[config.mk]
export PLATFORM = sky130hd
export DESIGN_NAME = jbi_mout_mondo_reply_flat
export DESIGN_NICKNAME = d
export VERILOG_FILES = /design/src/rtl/jbi_mout_mondo_reply_pkg.sv /design/src/rtl/jbi_mout_mondo_reply_if.sv /design/src/rtl/jbi_mout_mondo_reply_sat_cnt.sv /design/src/rtl/jbi_mout_mondo_reply.sv /design/src/flat_wrapper.sv
export SDC_FILE = /design/constraint.sdc
export NUM_CORES = 1
export LEC_CHECK = 0
export BUFFER_PORTS_ARGS = -buffer_cell sky130_fd_sc_hd__clkbuf_2
export CAP_MARGIN = 20
export CORE_MARGIN = 10
export CORE_UTILIZATION = 40
export DETAILED_ROUTE_END_ITERATION = 10
export PLACE_DENSITY = 0.69
export SLEW_MARGIN = 20
export SYNTH_ARGS = -nofsm -noshare
export SYNTH_HDL_FRONTEND = slang
export SYNTH_SLANG_ARGS = --single-unit
[constraint.sdc]
create_clock -name clk -period 3.9 [get_ports clk]
set_input_delay 0.78 -clock clk [delete_from_list [all_inputs] [get_ports clk]]
set_output_delay 0.78 -clock clk [all_outputs]
set_load 0.05 [all_outputs]
[src/rtl/jbi_mout_mondo_reply_pkg.sv]
`default_nettype none
// ============================================================================
// jbi_mout_mondo_reply_pkg : shared types and constants for the mondo reply path
// Rev 1.0
// ============================================================================
package jbi_mout_mondo_reply_pkg;

   // JBI AD_INT field widths
   localparam int c_agtid_w = 5;
   localparam int c_cpuid_w = 5;

   localparam logic c_int_ack  = 1'b1;
   localparam logic c_int_nack = 1'b0;

   typedef enum logic [1:0] {
      ST_IDLE  = 2'd0,
      ST_REQ   = 2'd1,
      ST_ISSUE = 2'd2,
      ST_GAP   = 2'd3
   } reply_state_t;

endpackage
`default_nettype wire

[src/rtl/jbi_mout_mondo_reply_if.sv]
`default_nettype none
// ============================================================================
// jbi_mout_mondo_reply_if : ack-queue, arbiter and reply payload signal bundle
// Rev 1.0
// ============================================================================
interface jbi_mout_mondo_reply_if
   import jbi_mout_mondo_reply_pkg::*;
#(
   parameter int AGTID_W = c_agtid_w,
   parameter int CPUID_W = c_cpuid_w,
   parameter int CNT_W   = 16
);
   logic               ncio_mondo_req;
   logic               ncio_mondo_ack;
   logic [AGTID_W-1:0] ncio_mondo_agnt_id;
   logic [CPUID_W-1:0] ncio_mondo_cpu_id;
   logic               mout_mondo_pop;
   logic               mout_int_req;
   logic               aok_int_gnt;
   logic               jbi_stall;
   logic               mout_int_vld;
   logic               mout_int_type;
   logic [AGTID_W-1:0] mout_int_agnt_id;
   logic [CPUID_W-1:0] mout_int_cpu_id;
   logic [CNT_W-1:0]   mout_ack_cnt;
   logic [CNT_W-1:0]   mout_nack_cnt;

   // Reply engine side
   modport master (
      input  ncio_mondo_req, ncio_mondo_ack, ncio_mondo_agnt_id, ncio_mondo_cpu_id,
      input  aok_int_gnt, jbi_stall,
      output mout_mondo_pop, mout_int_req, mout_int_vld, mout_int_type,
      output mout_int_agnt_id, mout_int_cpu_id, mout_ack_cnt, mout_nack_cnt
   );

   // Queue / arbiter / consumer side
   modport slave (
      output ncio_mondo_req, ncio_mondo_ack, ncio_mondo_agnt_id, ncio_mondo_cpu_id,
      output aok_int_gnt, jbi_stall,
      input  mout_mondo_pop, mout_int_req, mout_int_vld, mout_int_type,
      input  mout_int_agnt_id, mout_int_cpu_id, mout_ack_cnt, mout_nack_cnt
   );

endinterface
`default_nettype wire

[src/rtl/jbi_mout_mondo_reply_sat_cnt.sv]
`default_nettype none
// ============================================================================
// jbi_sat_cnt : up-counter that sticks at all-ones instead of wrapping
// Rev 1.0
// ============================================================================
module jbi_sat_cnt #(
   parameter int WIDTH = 16
) (
   input  logic             clk,
   input  logic             rst_l,
   input  logic             inc,
   output logic [WIDTH-1:0] cnt
);

   logic [WIDTH-1:0] r_cnt;

   always_ff @(posedge clk or negedge rst_l) begin
      if (!rst_l) begin
         r_cnt <= '0;
      end else if (inc && (r_cnt != {WIDTH{1'b1}})) begin
         r_cnt <= r_cnt + {{(WIDTH-1){1'b0}}, 1'b1};
      end
   end

   assign cnt = r_cnt;

endmodule
`default_nettype wire

[src/rtl/jbi_mout_mondo_reply.sv]
`default_nettype none
// ============================================================================
// jbi_mout_mondo_reply : pops mondo ack/nack entries, arbitrates for JBus and
//                        issues INT_ACK/INT_NACK payloads; keeps debug counts
// Rev 1.0
// ============================================================================
module jbi_mout_mondo_reply
   import jbi_mout_mondo_reply_pkg::*;
#(
   parameter int AGTID_W    = c_agtid_w,
   parameter int CPUID_W    = c_cpuid_w,
   parameter int GAP_CYCLES = 1,
   parameter int CNT_W      = 16
) (
   input  logic                  clk,
   input  logic                  rst_l,
   jbi_mout_mondo_reply_if.master bus
);

   localparam logic [2:0] c_gap_load = 3'(GAP_CYCLES);
   localparam logic       c_has_gap  = (GAP_CYCLES != 0);

   reply_state_t       r_state;
   reply_state_t       w_next_state;
   logic [2:0]         r_gap_cnt;
   logic               r_type;
   logic [AGTID_W-1:0] r_agnt_id;
   logic [CPUID_W-1:0] r_cpu_id;
   logic               w_grant;
   logic               w_inc_ack;
   logic               w_inc_nack;

   // Grant is only meaningful while our request is up
   assign w_grant = (r_state == ST_REQ) && bus.aok_int_gnt;

   always_ff @(posedge clk or negedge rst_l) begin
      if (!rst_l) begin
         r_state <= ST_IDLE;
      end else begin
         r_state <= w_next_state;
      end
   end

   always_comb begin
      w_next_state = r_state;
      case (r_state)
         ST_IDLE: begin
            if (bus.ncio_mondo_req && !bus.jbi_stall) begin
               w_next_state = ST_REQ;
            end
         end
         ST_REQ: begin
            if (bus.aok_int_gnt) begin
               w_next_state = ST_ISSUE;
            end
         end
         ST_ISSUE: begin
            w_next_state = c_has_gap ? ST_GAP : ST_IDLE;
         end
         ST_GAP: begin
            if (r_gap_cnt <= 3'd1) begin
               w_next_state = ST_IDLE;
            end
         end
         default: begin
            w_next_state = ST_IDLE;
         end
      endcase
   end

   // Head is captured in the grant cycle, before the pop advances the queue
   always_ff @(posedge clk or negedge rst_l) begin
      if (!rst_l) begin
         r_type    <= 1'b0;
         r_agnt_id <= '0;
         r_cpu_id  <= '0;
      end else if (w_grant) begin
         r_type    <= bus.ncio_mondo_ack;
         r_agnt_id <= bus.ncio_mondo_agnt_id;
         r_cpu_id  <= bus.ncio_mondo_cpu_id;
      end
   end

   always_ff @(posedge clk or negedge rst_l) begin
      if (!rst_l) begin
         r_gap_cnt <= 3'd0;
      end else if (r_state == ST_ISSUE) begin
         r_gap_cnt <= c_gap_load;
      end else if ((r_state == ST_GAP) && (r_gap_cnt != 3'd0)) begin
         r_gap_cnt <= r_gap_cnt - 3'd1;
      end
   end

   assign w_inc_ack  = (r_state == ST_ISSUE) && (r_type == c_int_ack);
   assign w_inc_nack = (r_state == ST_ISSUE) && (r_type == c_int_nack);

   jbi_sat_cnt #(.WIDTH(CNT_W)) u_ack_cnt (
      .clk   (clk),
      .rst_l (rst_l),
      .inc   (w_inc_ack),
      .cnt   (bus.mout_ack_cnt)
   );

   jbi_sat_cnt #(.WIDTH(CNT_W)) u_nack_cnt (
      .clk   (clk),
      .rst_l (rst_l),
      .inc   (w_inc_nack),
      .cnt   (bus.mout_nack_cnt)
   );

   assign bus.mout_int_req     = (r_state == ST_REQ);
   assign bus.mout_mondo_pop   = w_grant;
   assign bus.mout_int_vld     = (r_state == ST_ISSUE);
   assign bus.mout_int_type    = r_type;
   assign bus.mout_int_agnt_id = r_agnt_id;
   assign bus.mout_int_cpu_id  = r_cpu_id;

   // Only this block pops, so the head must stay valid while we request
   a_req_held: assert property (@(posedge clk) disable iff (!rst_l)
                                (r_state == ST_REQ) |-> bus.ncio_mondo_req)
      else $error("ncio_mondo_req dropped while reply request outstanding");

endmodule
`default_nettype wire

[src/flat_wrapper.sv]
// flat-port wrapper written by rule: the top's interface ports become plain ports
module jbi_mout_mondo_reply_flat import jbi_mout_mondo_reply_pkg::*;
#(
   parameter int AGTID_W    = c_agtid_w,
   parameter int CPUID_W    = c_cpuid_w,
   parameter int GAP_CYCLES = 1,
   parameter int CNT_W      = 16
)
  (clk, rst_l, bus_ncio_mondo_req, bus_ncio_mondo_ack, bus_ncio_mondo_agnt_id, bus_ncio_mondo_cpu_id, bus_aok_int_gnt, bus_jbi_stall, bus_mout_mondo_pop, bus_mout_int_req, bus_mout_int_vld, bus_mout_int_type, bus_mout_int_agnt_id, bus_mout_int_cpu_id, bus_mout_ack_cnt, bus_mout_nack_cnt);
  jbi_mout_mondo_reply_if #(.AGTID_W(AGTID_W), .CPUID_W(CPUID_W), .CNT_W(CNT_W)) bus_i ();
  input  logic clk;
  input  logic rst_l;
  input wire logic [$bits(bus_i.ncio_mondo_req)-1:0] bus_ncio_mondo_req;
  input wire logic [$bits(bus_i.ncio_mondo_ack)-1:0] bus_ncio_mondo_ack;
  input wire logic [$bits(bus_i.ncio_mondo_agnt_id)-1:0] bus_ncio_mondo_agnt_id;
  input wire logic [$bits(bus_i.ncio_mondo_cpu_id)-1:0] bus_ncio_mondo_cpu_id;
  input wire logic [$bits(bus_i.aok_int_gnt)-1:0] bus_aok_int_gnt;
  input wire logic [$bits(bus_i.jbi_stall)-1:0] bus_jbi_stall;
  output wire logic [$bits(bus_i.mout_mondo_pop)-1:0] bus_mout_mondo_pop;
  output wire logic [$bits(bus_i.mout_int_req)-1:0] bus_mout_int_req;
  output wire logic [$bits(bus_i.mout_int_vld)-1:0] bus_mout_int_vld;
  output wire logic [$bits(bus_i.mout_int_type)-1:0] bus_mout_int_type;
  output wire logic [$bits(bus_i.mout_int_agnt_id)-1:0] bus_mout_int_agnt_id;
  output wire logic [$bits(bus_i.mout_int_cpu_id)-1:0] bus_mout_int_cpu_id;
  output wire logic [$bits(bus_i.mout_ack_cnt)-1:0] bus_mout_ack_cnt;
  output wire logic [$bits(bus_i.mout_nack_cnt)-1:0] bus_mout_nack_cnt;
  assign bus_i.ncio_mondo_req = bus_ncio_mondo_req;
  assign bus_i.ncio_mondo_ack = bus_ncio_mondo_ack;
  assign bus_i.ncio_mondo_agnt_id = bus_ncio_mondo_agnt_id;
  assign bus_i.ncio_mondo_cpu_id = bus_ncio_mondo_cpu_id;
  assign bus_i.aok_int_gnt = bus_aok_int_gnt;
  assign bus_i.jbi_stall = bus_jbi_stall;
  assign bus_mout_mondo_pop = bus_i.mout_mondo_pop;
  assign bus_mout_int_req = bus_i.mout_int_req;
  assign bus_mout_int_vld = bus_i.mout_int_vld;
  assign bus_mout_int_type = bus_i.mout_int_type;
  assign bus_mout_int_agnt_id = bus_i.mout_int_agnt_id;
  assign bus_mout_int_cpu_id = bus_i.mout_int_cpu_id;
  assign bus_mout_ack_cnt = bus_i.mout_ack_cnt;
  assign bus_mout_nack_cnt = bus_i.mout_nack_cnt;
  jbi_mout_mondo_reply #(.AGTID_W(AGTID_W), .CPUID_W(CPUID_W), .GAP_CYCLES(GAP_CYCLES), .CNT_W(CNT_W)) u_core (.clk(clk), .rst_l(rst_l), .bus(bus_i));
endmodule
==> impl_metrics.env <==
export IMPL_max_cap_viol_count=0
export IMPL_syn_inst=199
export IMPL_cp_common_cell="inv_1"
export IMPL_firstDrtPassIters=4
export IMPL_path_class="register to output port"
export IMPL_postLayoutCoreUtil=0.503
export IMPL_ant_nets=0
export IMPL_final_area_um2=2790
export IMPL_place_gp_congestion=0.735
export IMPL_die_h_um=95.6
export IMPL_ys_ff_latch=48
export IMPL_slew_viol_final=0
export IMPL_p_per_area_nw_per_um2=717
export IMPL_synth_area_leader_cell="dfrtp_1"
export IMPL_end_kind="output port"
export IMPL_clock_sinks=48
export IMPL_dpl_cell_area_um2=2690
export IMPL_max_freq_mhz=409
export IMPL_seq_area_frac_synth=0.525
export IMPL_synth_top_family_by_area="simple AND/OR/NAND/NOR gates"
export IMPL_final_cell_mix="clkbuf_2 (61), dfrtp_1 (48), xor2_1 (26)"
export IMPL_status="completed"
export IMPL_synth_top_area_frac=0.525
export IMPL_nets=290
export IMPL_coreArea_um2=5540
export IMPL_synth_cell_types=32
export IMPL_final_common_cell="clkbuf_2"
export IMPL_viasPerCell=5.05
export IMPL_antennaDiodeCount=0
export IMPL_synth_compound_area_frac=0.0230
export IMPL_worstHoldPathType="input port to async pin"
export IMPL_h_tree_depth=2
export IMPL_wl_um=4800
export IMPL_post_cts_buffers=0
export IMPL_yosys_area_share_xor_xnor=0.119
export IMPL_synthSimpleGateAreaFrac=0.191
export IMPL_grt_antenna_before_repair=0
export IMPL_clk_path_buf_depth=2
export IMPL_required_ns=3.12
export IMPL_grt_overflow_total=0
export IMPL_numCtsBuffers=5
export IMPL_cts_hold_buf=0
export IMPL_cts_tree="yes"
export IMPL_cp_cell_sequence="inv_1, ha_1, nand2_1, inv_1, clkbuf_2"
export IMPL_n_fill_cell=528
export IMPL_peakVddDrop_mv=0.431
export IMPL_cts_resized=0
export IMPL_synth_fa_ha_area_frac=0.0492
export IMPL_crit_arrival_ns=1.67
export IMPL_intPower_mw=1.05
export IMPL_worst_pin_slew_ns=0.772
export IMPL_muxShareOfSynthArea=0.0733
export IMPL_port_buffers=61
export IMPL_grt_usage=0.109
export IMPL_die_area_um2=9150
export IMPL_grt_max_degree=28
export IMPL_syn_cell_area_um2=2290
export IMPL_slew_limit_headroom=0.481
export IMPL_fp_row_count=27
export IMPL_wl_per_cell_um=14.2
export IMPL_syn_area_per_cell_um2=11.5
export IMPL_cp_max_fo=12
export IMPL_p_seq_frac=0.376
export IMPL_die_x_um=95.6
export IMPL_cts_root_buf="clkbuf_8"
export IMPL_min_period_ns=2.45
export IMPL_final_hold_violation_count=0
export IMPL_p_leak_nw=1.45
export IMPL_dp_hpwl_um=3740
export IMPL_grt_pass1_wl_um=8170
export IMPL_tns_ns=0
export IMPL_route_vias_total=1707
export IMPL_drc=0
export IMPL_io_pins=62
export IMPL_yosysWarnings=0
export IMPL_max_stage_delay_ns=0.41
export IMPL_rsz0062_at_grt="false"
export IMPL_syn2layout_area_growth_pct=21.8
export IMPL_power_frac_clock=0.149
export IMPL_initial_core_util=0.413
export IMPL_setup_viol=0
export IMPL_drive_gt1_frac=0.331
export IMPL_clock_latency_ns=0.29
export IMPL_finClkSkew_ns=0.00327
export IMPL_power_switching_mw=0.946
export IMPL_fin_crit_sh=0.627
export IMPL_pwr_share_comb=0.475
export IMPL_grt_pass1_vias=1792
export IMPL_synth_area_top_cells="dfrtp_1 (52%), xor2_1 (10%), mux2_2 (6.9%), ha_1 (4.9%), nor2_1 (2.5%)"
export IMPL_synth_fp_nets=224
export IMPL_start_kind="register"
export IMPL_switching_share=0.473
export IMPL_crit_path_top_delay_cell="dfrtp_1"
export IMPL_cts_clk_slew_worst_paths_ns=0.08
export IMPL_drt_iter0_drc=60
export IMPL_pre_cts_slack_ns=1.54
export IMPL_worst_slack_ns=1.45
[stage by stage]
step	cells	total power, mW	hold slack [ns]
global placement	330	1.70	0.487
CTS	338	2.03	0.479
floorplan	199	1.49	0.484
global route	338	2.13	0.489
detailed placement	330	1.72	0.487
finish	338	2.00	0.469
[worst max-delay path, delay by kind of cell, from the launching register on]
kind | cells | cell delay, ns
AND/OR/NAND/NOR | 1 | 0.30
flip-flops | 1 | 0.41
adder cells (fa/ha/maj) | 1 | 0.17
buffers and inverters | 3 | 0.49
[power groups by stage]
stage                     registers, mW  logic (mW)  clock network (mW)
final                             0.752       0.950               0.297
after global routing              0.778        1.03               0.330
after CTS                         0.755       0.962               0.309
after detailed placement          0.765       0.958                   0
after global placement            0.757       0.945                   0
after floorplan                    1.11       0.378                   0
[metal layers]
layer / track usage / part of all wire
met4: 0.0369 / 0.0094
met1: 0.128 / 0.45
met5: 0 / 0
met3: 0.0518 / 0.11
met2: 0.172 / 0.44
[sequential cells by signal, summed over array words and instances (netlist names)]
signal and count:
u_core.bus.mout_int_cpu_id 5, u_core.bus.mout_int_type 1, u_core.u_nack_cnt.cnt 16, u_core.bus.mout_int_agnt_id 5, u_core.r_state 2, u_core.r_gap_cnt 3
u_core.u_ack_cnt.cnt 16
[Yosys cell counts, drive strengths merged]
| master | number |
|---|---|
| xnor2 | 5 |
| nor2b | 2 |
| a211oi | 1 |
| o2111ai | 1 |
| nor3b | 2 |
| or4 | 1 |
| nor4 | 8 |
| ha | 9 |
| clkbuf | 2 |
| dfrtp | 48 |
| nand3 | 10 |
| and4 | 1 |
| a221o | 1 |
| nand2b | 2 |
| xor2 | 26 |
| inv | 9 |
| mux2i | 1 |
| nand2 | 13 |
| a21boi | 1 |
| and3 | 3 |
| nor4b | 2 |
| buf | 1 |
| o21ai | 1 |
| nor3 | 9 |
| nand4 | 8 |
| and4bb | 1 |
| a21oi | 1 |
| mux2 | 14 |
| o41ai | 1 |
| nor2 | 15 |
[final timing paths]
check / from / end / slack [ns] / cells past startpoint
min in group clk: u_core.u_nack_cnt.cnt[15] / u_core.u_nack_cnt.cnt[15] / 0.50 / 1
max in group asynchronous: rst_l / u_core.bus.mout_int_type / 2.67 / 2
worst max register to register: u_core.r_state[0] / u_core.u_nack_cnt.cnt[15] / 1.87 / 6
worst min register to register: u_core.u_nack_cnt.cnt[15] / u_core.u_nack_cnt.cnt[15] / 0.50 / 1
worst max-delay path: u_core.r_state[1] / bus_mout_mondo_pop / 1.45 / 5
worst min-delay path: rst_l / u_core.u_ack_cnt.cnt[12] / 0.47 / 1
[cells by family (layout without fill, tap and decap cells)]
family,Yosys count,after routing
buf+inv,12,79
xor+xnor,31,31
fa+ha+maj,9,9
flops,48,48
simple gates,77,77
mux,15,15
compound gates,7,7
[layout make-up]
type / instances / area [um^2] / share of cell area
Multi-Input combinational cell: 139 / 1060 / 0.380
Timing Repair Buffer: 62 / 313 / 0.112
Clock buffer: 8 / 90.1 / 0.0323
Sequential cell: 48 / 1200 / 0.431
Tap cell: 72 / 90.1 / 0.0323
Inverter: 9 / 33.8 / 0.0121
Power figures use the tool's default switching activity.
